## src/rtl/counter_sched_pkg.sv

```systemverilog
// counter_sched_pkg: shared FSM state encoding and default sizes for the counter scheduler
package counter_sched_pkg;

    localparam int DEF_WIDTH = 10;
    localparam int DEF_N_REQ = 4;

    typedef enum logic [1:0] {
        S_IDLE,
        S_CLEAR,
        S_RUN,
        S_DONE
    } state_t;

endpackage

```

## src/rtl/counter_sched_rr_arbiter.sv

```systemverilog
// rr_arbiter: combinational round-robin picker; nearest valid request after ptr wins
//  req   in   N_REQ  request vector
//  ptr   in   ID_W   last granted id; search starts at ptr+1
//  grant out  N_REQ  one-hot grant, zero when no request
//  id    out  ID_W   encoded grant, zero when no request
module rr_arbiter #(
    parameter int N_REQ = 4,
    parameter int ID_W  = $clog2(N_REQ)
) (
    input  logic [N_REQ-1:0] req,
    input  logic [ID_W-1:0]  ptr,
    output logic [N_REQ-1:0] grant,
    output logic [ID_W-1:0]  id
);

    logic [ID_W-1:0] k;

    // Walk from the farthest slot toward ptr+1 so the closest valid slot is the last one written.
    always_comb begin
        grant = '0;
        id    = '0;
        k     = '0;
        for (int off = N_REQ; off >= 1; off--) begin
            k = ID_W'((int'(ptr) + off) % N_REQ);
            if (req[k]) begin
                grant    = '0;
                grant[k] = 1'b1;
                id       = k;
            end
        end
    end

endmodule

```

## src/rtl/counter_sched.sv

```systemverilog
// counter_sched: round-robin scheduler sharing one up/down modulo counter between requesters
//  clock           in   1            rising-edge clock
//  reset           in   1            asynchronous active-high reset
//  io_req_valid    in   N_REQ        per-requester job request
//  io_req_ready    out  N_REQ        one-hot grant (IDLE only)
//  io_req_limit    in   N_REQ*WIDTH  requester i limit at [i*WIDTH +: WIDTH]
//  io_req_dir      in   N_REQ        1 = count up, 0 = count down
//  io_abort        in   1            terminate the current job
//  io_done         out  1            one-cycle completion pulse
//  io_done_id      out  ID_W         owner of the completed job
//  io_done_aborted out  1            job ended through io_abort
//  io_busy         out  1            high in CLEAR/RUN/DONE
//  io_cnt_*        out/in            drive and observe the shared counter
module counter_sched
    import counter_sched_pkg::*;
#(
    parameter int WIDTH = DEF_WIDTH,
    parameter int N_REQ = DEF_N_REQ,
    localparam int ID_W = $clog2(N_REQ)
) (
    input  logic                   clock,
    input  logic                   reset,
    input  logic [N_REQ-1:0]       io_req_valid,
    output logic [N_REQ-1:0]       io_req_ready,
    input  logic [N_REQ*WIDTH-1:0] io_req_limit,
    input  logic [N_REQ-1:0]       io_req_dir,
    input  logic                   io_abort,
    output logic                   io_done,
    output logic [ID_W-1:0]        io_done_id,
    output logic                   io_done_aborted,
    output logic                   io_busy,
    output logic [WIDTH-1:0]       io_cnt_din,
    output logic                   io_cnt_en,
    output logic                   io_cnt_mod,
    output logic                   io_cnt_dir,
    input  logic [WIDTH-1:0]       io_cnt_dout
);

    state_t          state, state_nxt;
    logic [ID_W-1:0]  rr_ptr, job_id, gnt_id;
    logic [N_REQ-1:0] gnt;
    logic [WIDTH-1:0] job_limit, target, sel_limit;
    logic             job_dir, aborted, hs, abort_hit;

    rr_arbiter #(.N_REQ(N_REQ), .ID_W(ID_W)) u_arb (
        .req   (io_req_valid),
        .ptr   (rr_ptr),
        .grant (gnt),
        .id    (gnt_id)
    );

    assign io_req_ready = (state == S_IDLE && !reset) ? gnt : '0;
    assign hs           = |(io_req_valid & io_req_ready);
    assign sel_limit    = io_req_limit[int'(gnt_id)*WIDTH +: WIDTH];
    assign abort_hit    = io_abort && (state == S_CLEAR || state == S_RUN);

    always_ff @(posedge clock or posedge reset) begin
        if (reset)
            state <= S_IDLE;
        else
            state <= state_nxt;
    end

    // Down jobs end at -limit because CLEAR always starts the count from 0.
    always_ff @(posedge clock or posedge reset) begin
        if (reset) begin
            rr_ptr    <= ID_W'(N_REQ - 1);
            job_id    <= '0;
            job_limit <= '0;
            job_dir   <= 1'b0;
            target    <= '0;
            aborted   <= 1'b0;
        end else if (hs) begin
            rr_ptr    <= gnt_id;
            job_id    <= gnt_id;
            job_limit <= sel_limit;
            job_dir   <= io_req_dir[gnt_id];
            target    <= io_req_dir[gnt_id] ? sel_limit : -sel_limit;
            aborted   <= 1'b0;
        end else if (abort_hit) begin
            aborted   <= 1'b1;
        end
    end

    always_comb begin
        state_nxt  = state;
        io_cnt_en  = 1'b0;
        io_cnt_din = '0;
        io_cnt_mod = 1'b0;
        io_cnt_dir = 1'b0;
        case (state)
            S_IDLE:  state_nxt = hs ? S_CLEAR : S_IDLE;
            // Modulo-up with din equal to the current value wraps the counter to 0 in one step.
            S_CLEAR: begin
                if (io_abort) begin
                    state_nxt = S_DONE;
                end else begin
                    io_cnt_en  = 1'b1;
                    io_cnt_dir = 1'b1;
                    io_cnt_mod = 1'b1;
                    io_cnt_din = io_cnt_dout;
                    state_nxt  = S_RUN;
                end
            end
            S_RUN: begin
                if (io_abort || io_cnt_dout == target) begin
                    state_nxt = S_DONE;
                end else begin
                    io_cnt_en  = 1'b1;
                    io_cnt_dir = job_dir;
                    io_cnt_mod = job_dir;
                    io_cnt_din = job_limit;
                end
            end
            S_DONE:  state_nxt = S_IDLE;
            default: state_nxt = S_IDLE;
        endcase
    end

    assign io_done         = state == S_DONE;
    assign io_done_id      = io_done ? job_id : '0;
    assign io_done_aborted = io_done && aborted;
    assign io_busy         = state != S_IDLE;

endmodule

```

## config.mk

```make
export PLATFORM = sky130hd
export DESIGN_NAME = counter_sched
export DESIGN_NICKNAME = d
export VERILOG_FILES = /design/src/rtl/counter_sched_pkg.sv /design/src/rtl/counter_sched_rr_arbiter.sv /design/src/rtl/counter_sched.sv
export SDC_FILE = /design/constraint.sdc
export NUM_CORES = 1
export LEC_CHECK = 0
export BUFFER_PORTS_ARGS = -buffer_cell sky130_fd_sc_hd__buf_2
export CAP_MARGIN = 10
export CELL_PAD_IN_SITES_DETAIL_PLACEMENT = 1
export CELL_PAD_IN_SITES_GLOBAL_PLACEMENT = 1
export CORE_MARGIN = 2
export CORE_UTILIZATION = 37
export DETAILED_ROUTE_END_ITERATION = 6
export GPL_ROUTABILITY_DRIVEN = 0
export PLACE_DENSITY_LB_ADDON = 0.1
export SLEW_MARGIN = 0
export SYNTH_ARGS = -nofsm -noshare
export SYNTH_HDL_FRONTEND = slang
export SYNTH_SLANG_ARGS = --single-unit
export TNS_END_PERCENT = 5
```

## constraint.sdc

```tcl
create_clock -name clock -period 2.8 [get_ports clock]
set_input_delay 0.42 -clock clock [delete_from_list [all_inputs] [get_ports clock]]
set_output_delay 0.42 -clock clock [all_outputs]
set_load 0.1 [all_outputs]
```

# After elaboration in Yosys (flattened, before gate mapping)
# Index checks and enable logic that the tools add are counted.
# classes
add_sub_neg,5
multipliers,1
magnitude_cmp,9
eq_ne,5
n_shift,1
muxes,43
bitwise_logic,1
reduce_logical,14
# op_table
operator,n
40-bit by 7-bit indexed part select with 10-bit output,1
10-bit 2-to-1 mux,3
4-bit 2-to-1 mux,5
10-bit one-hot mux with 2 select lines,1
1-bit 2-to-1 mux,16
2-bit by 3-bit less-than comparator with 1-bit output (second input constant),5
2-bit 2-to-1 mux,6
1-bit binary-select mux with 2-bit select,5
10-bit equality test,1
10-bit negator,1
1-bit demux with 2-bit select,4
2-bit by 1-bit greater-or-equal comparator with 1-bit output (second input constant),4
2-bit one-hot mux with 4 select lines,1
1-bit logical AND,7
2-bit by 3-bit multiplier with 5-bit output (second input constant),1
2-bit by 1-bit adder with 2-bit output (second input constant),2
2-bit adder (second input constant),2
4-bit AND,1
2-bit equality test (second input constant),2
1-bit one-hot mux with 2 select lines,2
2-bit nonzero test,2
4-bit OR reduction,1
2-bit by 1-bit equality test with 1-bit output (second input constant),1
2-bit logical NOT,1
3 further kinds,4
# totals
register_bits,28
in_bits,61
output_inout_bits,22

# Depth between registers and ports, before layout
# logic_depth
depth_word,14
mapped_depth,11
mapped_depth_nobuf,9

# Cells and area by module
# Synthesis repeated with hierarchy kept, for this count alone.
# hier_totals
hier_cells,287
area_unflattened_um2,2661.3
# modules_own_cells
module,n_inst,cells_per_inst,area_each_um2,seq_area_each_um2
counter_sched,1,225,2142.1,678.2
rr_arbiter,1,62,519.2,0.0

# Worst setup path before layout
# No wires, ideal clock.
# synth_timing
path_kind,reg2out
startpoint,register state[0]
endpoint,output io_cnt_mod
t_arrival_ps,3503
t_required_ps,2380
path_slack_ps,-1123
path_stages_with_launch,8
path_buffers,2
path_cell_list,dfrtp_1 > inv_1 > ha_1 > nor3b_1 > clkbuf_1 > o21a_1 > o21a_1 > buf_4
# synth_via
elab_chain_cells,2
elab_cells_between_ends,3
cone_classes,eq/ne (2); mux (1)
# synth_lines
item,line_no,source
from (decl),counter_sched.sv:39,"state_t state, state_nxt;"
from (signal assigned),counter_sched.sv:61,state <= state_nxt;
2-bit equality test or 2-bit by 1-bit equality test with 1-bit output (tied branches),n/a,
1-bit one-hot mux with 2 select lines *,n/a,
to (decl),counter_sched.sv:34,"output logic io_cnt_mod,"
# Every way passes the cells marked *; elsewhere a longest branch is shown, timed or not.

# Worst setup path after layout
# layout_timing
startpoint,register rr_ptr[0]
endpoint,output io_req_ready[1]
# layout_via
elab_chain_cells,10
elab_cells_between_ends,37
cone_classes,add/sub (4); order compare (8); mux (21); reduce/logical (4)
# layout_lines
item,line_no,source
from (decl),counter_sched.sv:40,"logic [ID_W-1:0] rr_ptr, job_id, gnt_id;"
from (signal assigned),counter_sched.sv:67,rr_ptr <= ID_W'(N_REQ - 1);
from (signal assigned),counter_sched.sv:74,rr_ptr <= gnt_id;
2-bit by 1-bit adder with 2-bit output,counter_sched_rr_arbiter.sv:24,k = ID_W'((int'(ptr) + off) % N_REQ);
2-bit by 3-bit less-than comparator with 1-bit output (not written as such) or 2-bit by 1-bit greater-or-equal comparator with 1-bit output (tied branches),counter_sched_rr_arbiter.sv:27,grant[k] = 1'b1;
1-bit logical AND (not written as such),counter_sched_rr_arbiter.sv:27,
1-bit 2-to-1 mux (not written as such),counter_sched_rr_arbiter.sv:27,
1-bit demux with 2-bit select,n/a,
4-bit 2-to-1 mux (3 in a row),counter_sched_rr_arbiter.sv:25,if (req[k]) begin
4-bit 2-to-1 mux *,counter_sched_rr_arbiter.sv:25,
4-bit 2-to-1 mux *,counter_sched.sv:52,assign io_req_ready = (state == S_IDLE && !reset) ? gnt : '0;
to (decl),counter_sched.sv:24,"output logic [N_REQ-1:0] io_req_ready,"
# Every way passes the cells marked *; elsewhere a longest branch is shown, timed or not. The select of a mux whose other input is x is not followed.

==> flow_summary.ini <==
[worst_setup_path]
cp-start-kind = register
path_class = reg -> out
crit_chain = inv_4 > ha_4 > mux4_2 > a221o_1 > and2_4 > mux2i_4 > nor2_4 > buf_12
cp-end-kind = output port
path_max_fanout = 7
critPathRequiredTime_ns = 2.38
critPathSlowestCell = mux4_2
slowest_delay_ns = 0.59
crit_arrival_ns = 2.66

[synthesis]
avgSynthCellArea_um2 = 9.257
ys.flop_type = dfrtp_1
synth-warning-count = 0
synth_edf_count = 0
ys_types = 40
synth.yosys.seq_area_share_pct = 21.61
syn_nets = 412
synthArstFlopShare_pct = 100.0
syn-cell-area_um2 = 3138
ys_seq_elements = 27
syn-instance-count = 339

[power]
leakage_nw = 1.868
peakVddDrop_mv = 0.4320
power_density_nw_per_um2 = 1309
power.share.sequential_pct = 13.7
clock_power_share_pct = 4.0
swShare_pct = 49.79
p_int_mw = 2.764
p_sw_mw = 2.741
p_comb_share_pct = 82.3
power_mw = 5.505

[cts]
clk_latency_ns = 0.27
cts-root-buf = clkbuf_8
cts_tree = built
cts_hold_buf = 0
cts_max_path_buffers = 2
cts_buffers = 3
clk_pin_slew_worst_paths_ns = 0.09
cts_sinks = 27
htree_levels = 1

[cells_and_area]
drive_above_1_share_pct = 38.41
final_common_cell = buf_2
antennaDiodeCount = 0
most-common-layout-cells = buf_2, mux2i_1, nor2_1, dfrtp_1
fin_util_pct = 51.18
nFillCells = 938
layout.nets = 501
areaGrowthSynthToFinish_pct = 34.01

[sta]
setup_viol = 21
grt_setup_unrepaired = yes
fin_crit_sh_pct = 110.0
finClkSkew_ns = 0.006253
fmax_mhz = 324.7
tightest_slew_ns = 0.6036
max_slew_margin_pct = 59.39
setup_ws_ns = -0.2799
setup-tns-final_ns = -2.331
hold_violations = 0
fin_crit_ns = 3.080
maxSlewViolCount = 0

[die]
die_w_um = 96.09
start_util_pct = 38.19
pin_count = 83
die_h_um = 96.09
std_cell_rows = 33
fp.dieArea_um2 = 9233
core_um2 = 8217

[route]
ant_nets = 0
drtPass1Iterations = 4
totalWireLength_mm = 9.034
wl_per_cell_um = 16.98
first_iter_violations = 40
vias = 2856
vias_per_cell = 5.368
drc = 0

[global_route]
grt_max_degree = 33
grt_antenna_before_repair = 0
grt_pass1_wl_mm = 14.50
first_global_vias = 2957
grt-ovfl-total = 0
grt_usage_pct = 20.10

[status]
status = complete, but fails checks
violations = setup timing

[hold_path]
hold_class = in -> async

[placement]
numPortBuffers = 82
dpl.hpwl_mm = 7.368
dp_slack_ns = -0.1742

[flow_run]
maxCapViolations = 0
## layout make-up
class	count	area (um^2)	share of cell area, %
multi-input cells	281	2430	57.78
repair buffers	104	875.8	20.83
flip-flops and latches	27	678.2	16.13
well taps	105	131.4	3.124
inverters	11	43.79	1.041
clock buffers	3	41.29	0.9819
clock inverters	1	5.005	0.1190
## synth_stat cells (all sizes together), types with 5 or more instances
master / count / area share, %
mux2i: 63 / 20
dfrtp: 25 / 20
xnor2: 20 / 5.6
nor4: 5 / 1.0
nor2b: 21 / 4.4
nor2: 47 / 5.6
a22oi: 14 / 3.3
inv: 11 / 1.3
mux2: 21 / 9.3
nor3: 8 / 1.3
a21oi: 22 / 3.5
xor2: 8 / 2.2
buf: 16 / 3.3
ha: 12 / 4.8
## kinds of logic after synthesis
group	count (synthesis)	share of synthesized area, %
flip-flops	27	21.61
AO/OA/AOI/OAI	51	12.00
adder cells (fa/ha/maj)	12	4.785
buffers and inverters	31	5.143
AND/OR/NAND/NOR	103	17.06
XOR/XNOR	28	7.815
multiplexers	87	31.58
## state kept, by name, indices dropped and copies added (netlist names)
register,count
target,9
state,2
rr_ptr,2
job_id,2
job_limit,10
aborted,1
job_dir,1
## repair_timing
action,4_1_cts,5_1_grt
setup endpoints to repair,22,28
buffers inserted,1,0
resized for setup,20,3
pin swaps,5,1
## power by group through the flow
stage / combinational, mW / sequential [mW] / clock, mW
final: 4.53 / 0.755 / 0.221
after floorplan: 3.20 / 0.723 / 0
after detailed placement: 4.33 / 0.761 / 0
after CTS: 4.56 / 0.760 / 0.231
after global routing: 4.83 / 0.784 / 0.247
after global placement: 4.24 / 0.757 / 0
## per-layer routing
layer,GRT usage (%),vias up,routed length [um]
met5,0,-,0
met2,37.96,54,4914
met3,2.114,9,243
met1,25.05,1415,3774
met4,2.619,0,101
li1,-,1378,-
## worst paths after layout
check | start | endpoint | slack (ns) | depth (start not counted)
max | rr_ptr[0] | io_req_ready[1] | -0.28 | 8
min | reset | state[1] | 0.21 | 3
max reg2reg | rr_ptr[0] | job_limit[5] | -0.13 | 9
min reg2reg | aborted | aborted | 0.52 | 2
max in group asynchronous | reset | rr_ptr[1] | 2.29 | 3
min in group clock | io_abort | aborted | 0.45 | 3
## through the flow
stage               cells  hold slack, ns  instance area [um^2]
floorplan             339          0.4544                  3194
global placement      527          0.4814                  4056
detailed placement    527          0.5008                  4056
CTS                   532          0.2235                  4195
global route          532          0.2426                  4205
finish                532          0.2112                  4205
## worst max-delay path, delay by kind of cell, from the launching register on
family / cells / cell delay (ns)
adder cells (fa/ha/maj): 1 / 0.26
flip-flops: 1 / 0.57
buffers and inverters: 2 / 0.22
AND/OR/NAND/NOR: 2 / 0.20
multiplexers: 2 / 0.76
AO/OA/AOI/OAI: 1 / 0.37
Note: power is estimated with default switching activity, not from simulation.
